--- src/rtl/fpu_addsub_param.sv ---
// Multi-cycle add/subtract unit for the custom sign/exponent/fraction float format.
// Aligns with guard/round/sticky, normalises one bit per cycle, rounds to nearest even.
module fpu_addsub_param #(
   parameter int EXP_W = 6,
   parameter int MAN_W = 25,
   parameter int BIAS  = 2**(EXP_W-1)-1
) (
   input  logic                 clock,
   input  logic                 reset,
   input  logic                 start_in,
   input  logic                 op_sel_in,
   input  logic [EXP_W+MAN_W:0] op_A_in,
   input  logic [EXP_W+MAN_W:0] op_B_in,
   output logic                 ready_out,
   output logic                 done_out,
   output logic [EXP_W+MAN_W:0] data_out,
   output logic [3:0]           status_out
);
   localparam int W  = 1 + EXP_W + MAN_W;
   localparam int SW = MAN_W + 1;
   localparam int FW = SW + 3;
   localparam int XW = EXP_W + 2;
   // The all-ones biased exponent (2*BIAS+1 with a symmetric bias) is the overflow code.
   localparam logic signed [XW-1:0] EXP_OVF  = XW'(2*BIAS + 1);
   localparam logic signed [XW-1:0] EXP_ZERO = '0;
   localparam logic signed [XW-1:0] EXP_ONE  = XW'(1);

   typedef enum logic [2:0] {S_IDLE, S_ALIGN, S_ADD, S_NORM, S_ROUND, S_DONE} state_t;

   state_t               state_q, state_d;
   logic [W-1:0]         op_a_q, op_a_d, op_b_q, op_b_d;
   logic                 sub_q, sub_d;
   logic [FW-1:0]        big_q, big_d, sml_q, sml_d;
   logic                 sign_big_q, sign_big_d, sign_sml_q, sign_sml_d;
   logic                 sign_q, sign_d;
   logic signed [XW-1:0] exp_q, exp_d;
   logic [FW:0]          man_q, man_d;
   logic [W-1:0]         data_q, data_d;
   logic [3:0]           status_q, status_d;
   logic                 done_q, done_d;

   function automatic logic [FW-1:0] align_grs(input logic [SW-1:0] sig,
                                                input logic [EXP_W-1:0] sh);
      logic [FW-1:0] ext, shifted, lost_mask;
      ext       = {sig, 3'b000};
      shifted   = ext >> sh;
      lost_mask = ~({FW{1'b1}} << sh);
      return {shifted[FW-1:1], shifted[0] | (|(ext & lost_mask))};
   endfunction

   // Returns {status, word}; man carries hidden bit at FW-1 and G/R/S in the low bits.
   function automatic logic [W+3:0] round_pack(input logic sign,
                                               input logic signed [XW-1:0] exp_in,
                                               input logic [FW:0] man);
      logic [SW-1:0]        sig;
      logic [SW:0]          rsum;
      logic                 inexact, up;
      logic signed [XW-1:0] e;
      logic [W-1:0]         word;
      logic [3:0]           flags;
      sig     = man[FW-1:3];
      inexact = man[2] | man[1] | man[0];
      up      = man[2] & (man[1] | man[0] | sig[0]);
      rsum    = {1'b0, sig} + {{SW{1'b0}}, up};
      e       = exp_in;
      if (rsum[SW]) begin
         rsum = rsum >> 1;
         e    = e + EXP_ONE;
      end
      if (man == '0) begin
         word  = {sign, {(W-1){1'b0}}};
         flags = 4'b0001;
      end else if (e >= EXP_OVF) begin
         word  = {sign, {EXP_W{1'b1}}, {MAN_W{1'b0}}};
         flags = 4'b1010;
      end else if (e <= EXP_ZERO) begin
         word  = {sign, {(W-1){1'b0}}};
         flags = 4'b1101;
      end else begin
         word  = {sign, e[EXP_W-1:0], rsum[MAN_W-1:0]};
         flags = {inexact, 3'b000};
      end
      return {flags, word};
   endfunction

   logic [EXP_W-1:0] exp_a, exp_b, exp_diff;
   logic [SW-1:0]    sig_a, sig_b;
   logic             a_ge_b, sgn_a, sgn_b;
   logic [FW:0]      sum_add, sum_sub;
   logic [W+3:0]     rounded;

   assign exp_a    = op_a_q[W-2:MAN_W];
   assign exp_b    = op_b_q[W-2:MAN_W];
   assign sig_a    = (exp_a == '0) ? '0 : {1'b1, op_a_q[MAN_W-1:0]};
   assign sig_b    = (exp_b == '0) ? '0 : {1'b1, op_b_q[MAN_W-1:0]};
   assign sgn_a    = op_a_q[W-1];
   assign sgn_b    = op_b_q[W-1] ^ sub_q;
   assign a_ge_b   = op_a_q[W-2:0] >= op_b_q[W-2:0];
   assign exp_diff = a_ge_b ? (exp_a - exp_b) : (exp_b - exp_a);
   assign sum_add  = {1'b0, big_q} + {1'b0, sml_q};
   assign sum_sub  = {1'b0, big_q - sml_q};
   assign rounded  = round_pack(sign_q, exp_q, man_q);

   always_comb begin
      state_d    = state_q;
      op_a_d     = op_a_q;
      op_b_d     = op_b_q;
      sub_d      = sub_q;
      big_d      = big_q;
      sml_d      = sml_q;
      sign_big_d = sign_big_q;
      sign_sml_d = sign_sml_q;
      sign_d     = sign_q;
      exp_d      = exp_q;
      man_d      = man_q;
      data_d     = data_q;
      status_d   = status_q;
      done_d     = 1'b0;
      case (state_q)
         S_IDLE: begin
            if (start_in) begin
               op_a_d  = op_A_in;
               op_b_d  = op_B_in;
               sub_d   = op_sel_in;
               state_d = S_ALIGN;
            end
         end
         S_ALIGN: begin
            big_d      = a_ge_b ? {sig_a, 3'b000} : {sig_b, 3'b000};
            sml_d      = align_grs(a_ge_b ? sig_b : sig_a, exp_diff);
            sign_big_d = a_ge_b ? sgn_a : sgn_b;
            sign_sml_d = a_ge_b ? sgn_b : sgn_a;
            exp_d      = signed'({2'b00, (a_ge_b ? exp_a : exp_b)});
            state_d    = S_ADD;
         end
         S_ADD: begin
            man_d   = (sign_big_q == sign_sml_q) ? sum_add : sum_sub;
            // Only a sum of two negative zeros keeps the minus sign.
            sign_d  = (man_d == '0) ? (sign_big_q & sign_sml_q) : sign_big_q;
            state_d = S_NORM;
         end
         S_NORM: begin
            if (man_q[FW]) begin
               man_d   = {1'b0, man_q[FW:2], man_q[1] | man_q[0]};
               exp_d   = exp_q + EXP_ONE;
               state_d = S_ROUND;
            end else if ((man_q != '0) && !man_q[FW-1]) begin
               man_d = man_q << 1;
               exp_d = exp_q - EXP_ONE;
            end else begin
               state_d = S_ROUND;
            end
         end
         S_ROUND: begin
            {status_d, data_d} = rounded;
            done_d             = 1'b1;
            state_d            = S_DONE;
         end
         S_DONE:  state_d = S_IDLE;
         default: state_d = S_IDLE;
      endcase
   end

   always_ff @(posedge clock or negedge reset) begin
      if (!reset) begin
         state_q    <= S_IDLE;
         op_a_q     <= '0;
         op_b_q     <= '0;
         sub_q      <= 1'b0;
         big_q      <= '0;
         sml_q      <= '0;
         sign_big_q <= 1'b0;
         sign_sml_q <= 1'b0;
         sign_q     <= 1'b0;
         exp_q      <= '0;
         man_q      <= '0;
         data_q     <= '0;
         status_q   <= '0;
         done_q     <= 1'b0;
      end else begin
         state_q    <= state_d;
         op_a_q     <= op_a_d;
         op_b_q     <= op_b_d;
         sub_q      <= sub_d;
         big_q      <= big_d;
         sml_q      <= sml_d;
         sign_big_q <= sign_big_d;
         sign_sml_q <= sign_sml_d;
         sign_q     <= sign_d;
         exp_q      <= exp_d;
         man_q      <= man_d;
         data_q     <= data_d;
         status_q   <= status_d;
         done_q     <= done_d;
      end
   end

   assign ready_out  = (state_q == S_IDLE);
   assign done_out   = done_q;
   assign data_out   = data_q;
   assign status_out = status_q;

endmodule
--- config.mk ---
export PLATFORM = sky130hd
export DESIGN_NAME = fpu_addsub_param
export DESIGN_NICKNAME = d
export VERILOG_FILES = /design/src/rtl/fpu_addsub_param.sv
export SDC_FILE = /design/constraint.sdc
export NUM_CORES = 1
export LEC_CHECK = 0
export CAP_MARGIN = 20
export CELL_PAD_IN_SITES_DETAIL_PLACEMENT = 0
export CELL_PAD_IN_SITES_GLOBAL_PLACEMENT = 2
export CORE_AREA = 2 2 200 202
export DETAILED_ROUTE_END_ITERATION = 8
export DIE_AREA = 0 0 202 204
export DONT_BUFFER_PORTS = 1
export HOLD_SLACK_MARGIN = 0.15
export MAX_ROUTING_LAYER = met4
export PLACE_DENSITY = 0.85
export SLEW_MARGIN = 20
export SYNTH_ARGS = -nofsm -noshare
export SYNTH_HDL_FRONTEND = slang
export SYNTH_SLANG_ARGS = --single-unit
export TNS_END_PERCENT = 100
--- constraint.sdc ---
create_clock -name clock -period 7.4 [get_ports clock]
set_input_delay 1.11 -clock clock [delete_from_list [all_inputs] [get_ports clock]]
set_output_delay 1.11 -clock clock [all_outputs]
set_load 0.03 [all_outputs]
==> results of run 1 <==
placed cells by master (no fill, tap or decap), drive strengths merged, types with 24 or more instances in the layout:
master,instances
nand2,216
a221oi,33
xnor2,34
mux2i,59
ha,93
inv,112
nor4,25
o21ai,151
nand3,53
o31ai,24
nor3,45
clkbuf,37
a31oi,60
mux2,47
nor2,224
dfrtp,201
nor3b,24
a21oi,141
per-layer routing:
layer / share of wire / up-vias / routed length, um
met5: 0 / - / 0
met4: 0.035 / 0 / 1901
met3: 0.054 / 98 / 2880
met2: 0.44 / 490 / 23440
met1: 0.48 / 7486 / 25550
li1: - / 7304 / -
synthesized netlist by cell type, types with 8 or more instances:
| cell type | count |
|---|---|
| sky130_fd_sc_hd__nor3b_1 | 23 |
| sky130_fd_sc_hd__nor2b_1 | 12 |
| sky130_fd_sc_hd__o21bai_1 | 12 |
| sky130_fd_sc_hd__nor2_1 | 223 |
| sky130_fd_sc_hd__dfrtp_1 | 201 |
| sky130_fd_sc_hd__nor3_1 | 45 |
| sky130_fd_sc_hd__o21ai_0 | 146 |
| sky130_fd_sc_hd__nand2_1 | 215 |
| sky130_fd_sc_hd__xnor2_1 | 34 |
| sky130_fd_sc_hd__buf_2 | 29 |
| sky130_fd_sc_hd__buf_1 | 15 |
| sky130_fd_sc_hd__a21o_1 | 11 |
| sky130_fd_sc_hd__mux2i_1 | 59 |
| sky130_fd_sc_hd__a21oi_1 | 140 |
| sky130_fd_sc_hd__o221ai_1 | 10 |
| sky130_fd_sc_hd__nand4_1 | 20 |
| sky130_fd_sc_hd__clkbuf_1 | 106 |
| sky130_fd_sc_hd__and2_1 | 12 |
| sky130_fd_sc_hd__or3_1 | 15 |
| sky130_fd_sc_hd__ha_1 | 93 |
| sky130_fd_sc_hd__and3_1 | 13 |
| sky130_fd_sc_hd__o22ai_1 | 17 |
| sky130_fd_sc_hd__a211oi_1 | 17 |
| sky130_fd_sc_hd__nand2b_1 | 8 |
| sky130_fd_sc_hd__a221oi_1 | 32 |
| sky130_fd_sc_hd__inv_1 | 112 |
| sky130_fd_sc_hd__a31oi_1 | 59 |
| sky130_fd_sc_hd__o211ai_1 | 23 |
| sky130_fd_sc_hd__o31ai_1 | 24 |
| sky130_fd_sc_hd__o21a_1 | 17 |
| sky130_fd_sc_hd__o31a_1 | 9 |
| sky130_fd_sc_hd__nor4_1 | 22 |
| sky130_fd_sc_hd__mux2_2 | 46 |
| sky130_fd_sc_hd__a22o_1 | 11 |
| sky130_fd_sc_hd__nand3_1 | 53 |
| sky130_fd_sc_hd__xor2_1 | 17 |
per-stage QoR:
step / std cells / setup slack, ns / util / hold WS [ns]
floorplan: 2063 / 3.717 / - / 0.4453
global placement: 2452 / 2.416 / 0.4264 / 0.4641
detailed placement: 2452 / 2.307 / 0.4264 / 0.4727
CTS: 2498 / 2.273 / 0.4506 / 0.2157
global route: 2498 / 1.804 / 0.4506 / 0.2193
finish: 2498 / 2.205 / 0.4506 / 0.2465
how the worst max path moves through the flow:
stage	to	cells past startpoint
after floorplan	sml_q[2]	13
after global placement	sml_q[2]	14
after detailed placement	sml_q[0]	14
after CTS	sml_q[2]	14
after global routing	sml_q[0]	14
final	sml_q[0]	14
critical path: stages, from the launching register on:
cell and delay, ns:
sky130_fd_sc_hd__dfrtp_1 0.38, sky130_fd_sc_hd__inv_1 0.08, sky130_fd_sc_hd__ha_1 0.28, sky130_fd_sc_hd__buf_4 0.45
sky130_fd_sc_hd__nand4_1 0.27, sky130_fd_sc_hd__nor2_1 0.22, sky130_fd_sc_hd__a221oi_2 0.12, sky130_fd_sc_hd__o21ai_2 0.75
sky130_fd_sc_hd__nor2_2 0.37, sky130_fd_sc_hd__a21oi_2 0.65, sky130_fd_sc_hd__nor4_1 0.12, sky130_fd_sc_hd__a311oi_1 0.70
sky130_fd_sc_hd__nor2_1 0.13, sky130_fd_sc_hd__o41ai_1 0.35, sky130_fd_sc_hd__a32oi_1 0.15
sequential cells by signal, summed over array words and instances (netlist names):
register	count
sign_sml_q	1
sign_q	1
op_a_q	32
sign_big_q	1
exp_q	8
man_q	30
sub_q	1
status_out	4
state_q	3
sml_q	29
data_out	32
done_out	1
op_b_q	32
big_q	26
cell type report:
class	instances	area, um^2
multi-input cells	1593	10440
repair buffers	21	157.7
fillers	4008	21530
clock buffers	37	762.0
clock inverters	9	187.7
well taps	525	656.9
inverters	112	420.4
flip-flops and latches	201	5031
kinds of logic after synthesis:
| group | share of synthesized area |
|---|---|
| buf+inv | 0.06478 |
| flops | 0.3042 |
| compound gates | 0.2503 |
| xor+xnor | 0.02702 |
| fa+ha+maj | 0.07401 |
| simple gates | 0.2024 |
| mux | 0.07727 |
==> Implementation_results.wiki, run 1 <==
{| class="wikitable"
! Metric !! Value
|-
| Outcome || complete, no violations
|-
| Total CTS buffers || 26
|-
| Horiz. Die Dim || 202 um
|-
| Clock transition at the registers of the reported paths || ~0.060 ns
|-
| Total setup violations reported at the end of the flow || 0
|-
| Max_slew headroom || 0.2865
|-
| Routability cong. || 0.9218
|-
| Antenna violations before repair || 0
|-
| Root buffer cell || sky130_fd_sc_hd__clkbuf_16
|-
| Share of post-route cells with drive strength above 1 || 0.07755
|-
| H-tree Lvls || 1
|-
| Placement Cell Area || 0.01671 mm^2
|-
| Slew Limit Fails || 0
|-
| Max-Cap Viols || 0
|-
| Final Instance Area || 0.01766 mm^2
|-
| Signal arrival time at the worst endpoint || 5.59 ns
|-
| Slew at the pin with the worst max-slew slack || 1.062 ns
|-
| Unrepaired setup endpoints after global routing || false
|-
| Start point of the critical path || op_a_q[25]
|-
| Worst-case reg-to-reg path depth || 14
|-
| Final hold viol count || 0
|-
| Final total negative setup slack || 0 ns
|-
| Top cells by area, synth || sky130_fd_sc_hd__dfrtp_1 30%, sky130_fd_sc_hd__ha_1 7.0%, sky130_fd_sc_hd__nor2_1 5.1%
|-
| Count of antenna diodes in the layout || 0
|-
| Net count after synthesis || 2227
|-
| CP Launch Type || register
|-
| Die Y || 204 um
|-
| CTS resizes || 0
|-
| Total overflow reported by the global router || 0
|-
| Post-layout net count || 2119
|-
| Average cell area after synthesis || 8.014 um^2
|-
| Timing-limited maximum frequency || 0.1925 GHz
|-
| Part of the Yosys area used for sequential elements || 0.3042
|-
| Aggregate global-route resource usage || 0.2661
|-
| #FFs+latches synth || 201
|-
| Endpoint of the most critical register-to-register path || sml_q[0]
|-
| Ys flop type || sky130_fd_sc_hd__dfrtp_1
|-
| Maximum clock path buffer count || 3
|-
| Type of destination of the critical path || register
|-
| Avg Vias per Cell || roughly 6.2
|-
| Clock latency of the later-clocked register in the worst-skew pair || 0.56 ns
|-
| Total via count after detailed routing || 15380
|-
| Library cell with the largest summed area after synthesis || sky130_fd_sc_hd__dfrtp_1
|-
| Worst Path Class, Setup || register to register
|-
| Synthesized instance count || 2063
|-
| Fraction of met3 tracks used by global routing || 0.03157
|-
| Top-level I/O count || around 110
|-
| Router iterations before antenna repair || 5
|-
| Reg2reg setup slack || around 2.2 ns
|-
| Core ar. || 0.03918 mm^2
|-
| Number of library cell types mapped by synthesis || 98
|-
| DR WL/cell || 21.53 um
|-
| CTS tree || built
|-
| Area Overhead vs Synth || 6.788%
|-
| Initial cell density of the core || 0.4219
|-
| Hold buffers post-CTS || 0
|-
| Largest net degree at the start of global routing || just over 200
|-
| Global-route wire length before repair || 85400 um
|-
| Vias in the first global route || 14700
|-
| Min-delay worst type || input port to async pin
|-
| Postcts setup bufs || 0
|-
| Total wirelength of the detailed-routed design || 53770 um
|-
| Total DRC errors in the routed layout || 0
|-
| Setup skew after layout || 0.01806 ns
|-
| Die Footprint || 0.04121 mm^2
|-
| Number of synthesized flops with an enable pin || 0
|-
| Share of Yosys cell area claimed by the top area cell type || 0.3042
|-
| Final worst path period share || 0.7020
|-
| Final HPWL from detailed placement || 39680 um
|-
| Number of clock sinks || 201
|-
| Met1 demand-to-capacity share in global routing || 0.3768
|-
| Highest-utilization routing layer at the global route stage || met2
|-
| DRC violation total after the first TritonRoute iteration || 1279
|-
| Startpoint of the most critical register-to-register path || op_a_q[25]
|-
| Min cycle time layout || ~5.2 ns
|-
| Buffers added on ports || 0
|-
| Rows || 73
|-
| Highest fanout seen on the critical path || 47
|-
| Number of warning messages in the yosys log || 0
|-
| Async SR Flop Fraction || 1.000
|-
| M2 GR Usage || 0.3898
|-
| Post-Synthesis Cell Area || approximately 0.017 mm^2
|-
| Remaining number of nets flagged by the antenna check after routing || 0
|-
| Data required time of the worst path || 7.80 ns
|}
Power of run 1 is not shown: default switching activity piles up to over one toggle a cycle in this logic, so the estimate is an artifact.
==> inputs of run 2 (changes only) <==
- CORE_AREA: 2 2 200 202 -> 2 2 207 209
- DIE_AREA: 0 0 202 204 -> 0 0 209 211
- PLACE_DENSITY: 0.85 -> 0.8
- clock period: 7.4 -> 4.8 ns (I/O delays scaled with it)
==> run 2 against run 1 <==
  * The run now ends with negative hold slack left
  * Critical path type unchanged
  * Global-route usage is 0.89 points lower
  * Utilization fell by 2.4 points
  * Final area grew 0.94%
  * Largest cell class unchanged
  * Via count up 0.49%
  * Maximum frequency rose by 17%
  * Non-clock buffer count is 24 higher
  * Count of clock-buffer cells in the layout grew 2
  * Critical path depth decreased by 2
==> Implementation_results.wiki, run 2 (same netlist as run 1, synthesis figures left out) <==
{| class="wikitable"
! Metric !! Value
|-
| H-tree Lvls || 1
|-
| Cell repeated most along the worst path || sky130_fd_sc_hd__mux4_2
|-
| Start point of the critical path || op_b_q[25]
|-
| Minimum hold slack || -0.1556 ns
|-
| Final hold viol count || between 200 and 250
|-
| Count of buffering cells on the critical path with inverters included || 1
|-
| Share of post-route cells with drive strength above 1 || 0.08667
|-
| Highest fanout seen on the critical path || 34
|-
| Clock transition at the registers of the reported paths || 0.06 ns
|-
| Root buffer cell || sky130_fd_sc_hd__clkbuf_16
|-
| Signal arrival time at the worst endpoint || 4.86 ns
|-
| Setup slack at placement || around 0.46 ns
|-
| CP Launch Type || register
|-
| Die Footprint || 0.04410 mm^2
|-
| Initial cell density of the core || 0.3959
|-
| Slowest cell on crit path || sky130_fd_sc_hd__a31oi_1
|-
| Antenna violations before repair || 0
|-
| Final HPWL from detailed placement || between 40000 and 50000 um
|-
| Highest-count cells in the layout ignoring fill and taps || 223 x sky130_fd_sc_hd__nor2_1, 215 x sky130_fd_sc_hd__nand2_1, 200 x sky130_fd_sc_hd__dfrtp_1
|-
| Worst-case reg-to-reg path depth || 12
|-
| Endpoint of the most critical register-to-register path || sml_q[2]
|-
| Min-delay worst type || input port to async pin
|-
| CTS resizes || 0
|-
| Remaining number of nets flagged by the antenna check after routing || 0
|-
| Vias in the first global route || 14850
|-
| Core ar. || 0.04176 mm^2
|-
| DR WL/cell || roughly 22 um
|-
| Rows || 75
|-
| Total wirelength of the detailed-routed design || 55490 um
|-
| Top-level I/O count || ~110
|-
| Total via count after detailed routing || approximately 15000
|-
| CP max stage delay || ~0.53 ns
|-
| Worst Path Class, Setup || register to register
|-
| Total DRC errors in the routed layout || 0
|-
| Aggregate global-route resource usage || 0.2573
|-
| Total setup violations reported at the end of the flow || 0
|-
| Total CTS buffers || 26
|-
| Max-Cap Viols || 0
|-
| Final worst path period share || 0.9216
|-
| Data required time of the worst path || between 5 and 6 ns
|-
| Slew at the pin with the worst max-slew slack || between 1 and 1.5 ns
|-
| Count of antenna diodes in the layout || 0
|-
| Category of cells accounting for the largest share of critical-path delay || compound AO/OA/AOI/OAI gates
|-
| Clock latency of the later-clocked register in the worst-skew pair || 0.57 ns
|-
| Smallest setup slack after layout || 0.3762 ns
|-
| Timing-limited maximum frequency || 0.2260 GHz
|-
| Final total negative setup slack || 0 ns
|-
| Post-layout net count || 2143
|-
| Die Y || 211 um
|-
| Slew Limit Fails || 0
|-
| Total overflow reported by the global router || 0
|-
| Min cycle time layout || 4.424 ns
|-
| Reg2reg setup slack || 0.38 ns
|-
| Number of clock sinks || between 200 and 250
|-
| CTS tree || built
|-
| Buffers added on ports || 0
|-
| Setup skew after layout || 0.02885 ns
|-
| Largest net degree at the start of global routing || between 200 and 250
|-
| Unrepaired setup endpoints after global routing || false
|-
| Horiz. Die Dim || 209 um
|-
| Critical-path cell list || inv_1 -> ha_1 -> fa_1 -> o21bai_1 -> a221oi_2 -> o21a_1 -> nand2_4 -> a31oi_1 -> mux2i_1 -> mux4_2 -> mux4_2 -> a22o_1
|-
| Postcts setup bufs || 0
|-
| Outcome || complete, but fails checks
|-
| Area Overhead vs Synth || 7.787%
|-
| Global-route wire length before repair || 88020 um
|-
| Avg Vias per Cell || 6.096
|-
| Most common cell after layout, fill and taps aside || sky130_fd_sc_hd__nor2_1
|-
| Failing checks || negative hold slack
|-
| Max_slew headroom || 0.2674
|-
| Utilization of the core after routing || 0.4268
|-
| Routability cong. || between 0.9 and 1
|-
| DRC violation total after the first TritonRoute iteration || 1267
|-
| Maximum clock path buffer count || 3
|-
| Startpoint of the most critical register-to-register path || op_b_q[25]
|-
| Router iterations before antenna repair || 5
|-
| Type of destination of the critical path || register
|}
## run 2: layout make-up
class / instances / area [um^2]
fill: 4236 / 23940
multi-input combinational: 1593 / 10440
sequential: 201 / 5031
clock buffer: 39 / 759.5
tap: 539 / 674.4
inverter: 112 / 420.4
timing repair buffer: 45 / 375.4
clock inverter: 6 / 120.1
## run 2: per-stage QoR
stage	hold slack (ns)	instance area [um^2]	instances
2_1_floorplan	0.4244	16530	2063
3_3_place_gp	0.4285	16940	2490
3_5_place_dp	0.4289	16940	2490
4_1_cts	-0.1807	17820	2535
5_1_grt	-0.1797	17820	2535
6_report	-0.1556	17820	2535
## run 2: metal layers
metal,vias up,part of all wire,GRT usage
li1,7351,-,-
met4,0,0.023,0.06404
met3,82,0.046,0.02974
met5,-,0,-
met1,7582,0.48,0.3596
met2,438,0.45,0.3983
## run 2: worst max path at each step
stage                               to  slack [ns]  depth (start not counted)
after floorplan               sml_q[2]        1.12                         13
after global placement        sml_q[2]        0.60                         12
after detailed placement      sml_q[2]        0.46                         12
after CTS                     sml_q[2]        0.42                         12
after global routing      data_out[19]        0.18                         14
final                         sml_q[2]        0.38                         12
## run 2: worst reg2reg max path: cells and delay by family, from the launching register on
| kind | cells | cell delay, ns |
|---|---|---|
| adders and majority gates | 2 | 0.66 |
| buffers and inverters | 1 | 0.08 |
| and+or+nand+nor | 1 | 0.32 |
| AOI/OAI and AO/OA | 5 | 1.61 |
| muxes | 3 | 1.24 |
| DFF | 1 | 0.39 |
Power of run 2 is left out for the same reason.
==> inputs of run 3 (changes only) <==
--- a/config.mk
+++ b/config.mk
@@ -16,3 +16,3 @@
 export MAX_ROUTING_LAYER = met4
-export PLACE_DENSITY = 0.8
+export PLACE_DENSITY_LB_ADDON = 0.1
 export SLEW_MARGIN = 20
==> constraint.sdc (replaced) <==
create_clock -name clock -period 4.8 [get_ports clock]
set_input_delay 0.48 -clock clock [delete_from_list [all_inputs] [get_ports clock]]
set_output_delay 0.48 -clock clock [all_outputs]
set_load 0.03 [all_outputs]
==> run 3 against run 2 <==
  * The flow still finishes with violations (negative hold slack)
  * Sequential cell count unchanged
  * Cell count up 3.1%
  * Utilization increased by 1.7 points
  * Register-to-register slack worse by 0.15 ns
  * Maximum frequency decreased by 3.2%
  * Global-route usage rose by 1.6 points
  * Final area grew 4.0%
  * Critical path depth unchanged
  * Die area did not move
  * Via count grew 1.8%
  * Sequential share of layout area decreased by 1.1 points
  * Setup slack worse by 0.15 ns
==> Implementation_results.wiki, run 3 (same netlist as run 1, synthesis figures left out) <==
{| class="wikitable"
! Metric !! Value
|-
| Timing-limited maximum frequency || between 0.2 and 0.25 GHz
|-
| CTS tree || built
|-
| Core ar. || 0.04176 mm^2
|-
| Total DRC errors in the routed layout || 0
|-
| Initial cell density of the core || 0.3959
|-
| Aggregate global-route resource usage || 0.2734
|-
| Postcts setup bufs || 0
|-
| Horiz. Die Dim || 209 um
|-
| Failing checks || negative hold slack
|-
| Min-delay worst type || input port to async pin
|-
| Maximum clock path buffer count || 3
|-
| Die Footprint || between 0.04 and 0.05 mm^2
|-
| Number of clock sinks || 201
|-
| Slew at the pin with the worst max-slew slack || 1.029 ns
|-
| Root buffer cell || sky130_fd_sc_hd__clkbuf_16
|-
| Share of post-route cells with drive strength above 1 || 0.08872
|-
| Rows || 75
|-
| Total via count after detailed routing || roughly 16000
|-
| Unrepaired setup endpoints after global routing || false
|-
| Final HPWL from detailed placement || ~45000 um
|-
| Area taken by multi-input logic gates || 0.01044 mm^2
|-
| Layout fillers || between 4000 and 5000
|-
| Setup skew after layout || about 0.019 ns
|-
| CP Launch Type || register
|-
| Hold buffers post-CTS || 66
|-
| Routability cong. || 0.9366
|-
| Highest fanout seen on the critical path || 10
|-
| Buffers added on ports || 0
|-
| Utilization of the core after routing || 0.4437
|-
| Highest-count cells in the layout ignoring fill and taps || 223 x sky130_fd_sc_hd__nor2_1, 215 x sky130_fd_sc_hd__nand2_1, 200 x sky130_fd_sc_hd__dfrtp_1
|-
| Final hold viol count || 201
|-
| Clock transition at the registers of the reported paths || 0.07 ns
|-
| Total overflow reported by the global router || 0
|-
| Final worst path period share || 0.9519
|-
| Final Instance Area || 0.01853 mm^2
|-
| Post-layout net count || 2217
|-
| Signal arrival time at the worst endpoint || about 5.0 ns
|-
| Remaining number of nets flagged by the antenna check after routing || 0
|-
| Global-route wire length before repair || 92200 um
|-
| Minimum hold slack || -0.3924 ns
|-
| Smallest setup slack after layout || around 0.23 ns
|-
| DR WL/cell || 22.60 um
|-
| H-tree Lvls || 1
|-
| Max_slew headroom || 0.3124
|-
| Outcome || complete, but fails checks
|-
| Placement Cell Area || 0.01697 mm^2
|-
| Slew Limit Fails || 0
|-
| Data required time of the worst path || 5.27 ns
|-
| Type of destination of the critical path || register
|-
| Worst-case reg-to-reg path depth || 12
|-
| Antenna violations before repair || 0
|-
| Avg Vias per Cell || approximately 6
|-
| Clock latency of the later-clocked register in the worst-skew pair || 0.58 ns
|-
| Max-Cap Viols || 0
|-
| Setup slack at placement || 0.3087 ns
|-
| Total setup violations reported at the end of the flow || 0
|-
| Final total negative setup slack || 0 ns
|-
| Area taken by flip-flops and latches || a little over 0.005 mm^2
|-
| Largest net degree at the start of global routing || 202
|-
| Total CTS buffers || 28
|-
| Total wirelength of the detailed-routed design || 59060 um
|-
| Worst Path Class, Setup || register to register
|-
| Die Y || 211 um
|-
| Vias in the first global route || roughly 15000
|-
| Count of antenna diodes in the layout || 0
|-
| Router iterations before antenna repair || 6
|-
| Area Overhead vs Synth || 12.06%
|-
| DRC violation total after the first TritonRoute iteration || 1357
|-
| Min cycle time layout || 4.569 ns
|-
| Most common cell after layout, fill and taps aside || sky130_fd_sc_hd__nor2_1
|-
| Top-level I/O count || ~110
|}
## run 3: area by class of cell
class                   instances  share of cell area
flip-flops and latches        201              0.2715
repair buffers                117             0.05794
well taps                     539             0.03640
clock inverters                10            0.003647
inverters                     112             0.02269
clock buffers                  41             0.04430
multi-input cells            1593              0.5635
## run 3: per-stage QoR
| step | instances | hold WS [ns] |
|---|---|---|
| 2_1_floorplan | 2063 | 0.1844 |
| 3_3_place_gp | 2495 | 0.1885 |
| 3_5_place_dp | 2495 | 0.1896 |
| 4_1_cts | 2612 | -0.4153 |
| 5_1_grt | 2613 | -0.4098 |
| 6_report | 2613 | -0.3924 |
## run 3: what timing repair did
action / 4_1_cts / 5_1_grt
gates resized for setup: 0 / 0
hold endpoints to repair: 267 / 201
endpoints found under the setup margin: 0 / 0
## run 3: layer usage
layer	share of wire	wire, um	up-vias	track usage
met5	0	0	-	-
met4	0.029	1695	0	0.07611
met3	0.049	2901	99	0.03375
met2	0.45	26740	450	0.4215
met1	0.47	27730	7683	0.3789
li1	-	-	7499	-
## run 3: worst max-delay path, stage by stage, from the launching register on
cell	delay (ns)
sky130_fd_sc_hd__dfrtp_1	0.41
sky130_fd_sc_hd__inv_1	0.11
sky130_fd_sc_hd__ha_1	0.47
sky130_fd_sc_hd__nand4_1	0.27
sky130_fd_sc_hd__nor4_2	0.65
sky130_fd_sc_hd__o21a_1	0.47
sky130_fd_sc_hd__buf_4	0.25
sky130_fd_sc_hd__nor4_1	0.06
sky130_fd_sc_hd__a31oi_1	0.42
sky130_fd_sc_hd__mux2i_1	0.18
sky130_fd_sc_hd__mux4_2	0.50
sky130_fd_sc_hd__mux4_2	0.46
sky130_fd_sc_hd__a22o_1	0.21
## run 3: path summary, 6_finish.rpt
kind	start	end	slack (ns)
setup reg to reg	op_a_q[27]	sml_q[2]	0.23
min in group clock	start_in	op_a_q[28]	0.34
hold / removal	reset	data_out[10]	-0.39
setup / recovery	op_a_q[27]	sml_q[2]	0.23
max in group asynchronous	reset	op_a_q[0]	4.77
hold reg to reg	big_q[28]	big_q[28]	0.51
Power of run 3 is left out for the same reason.
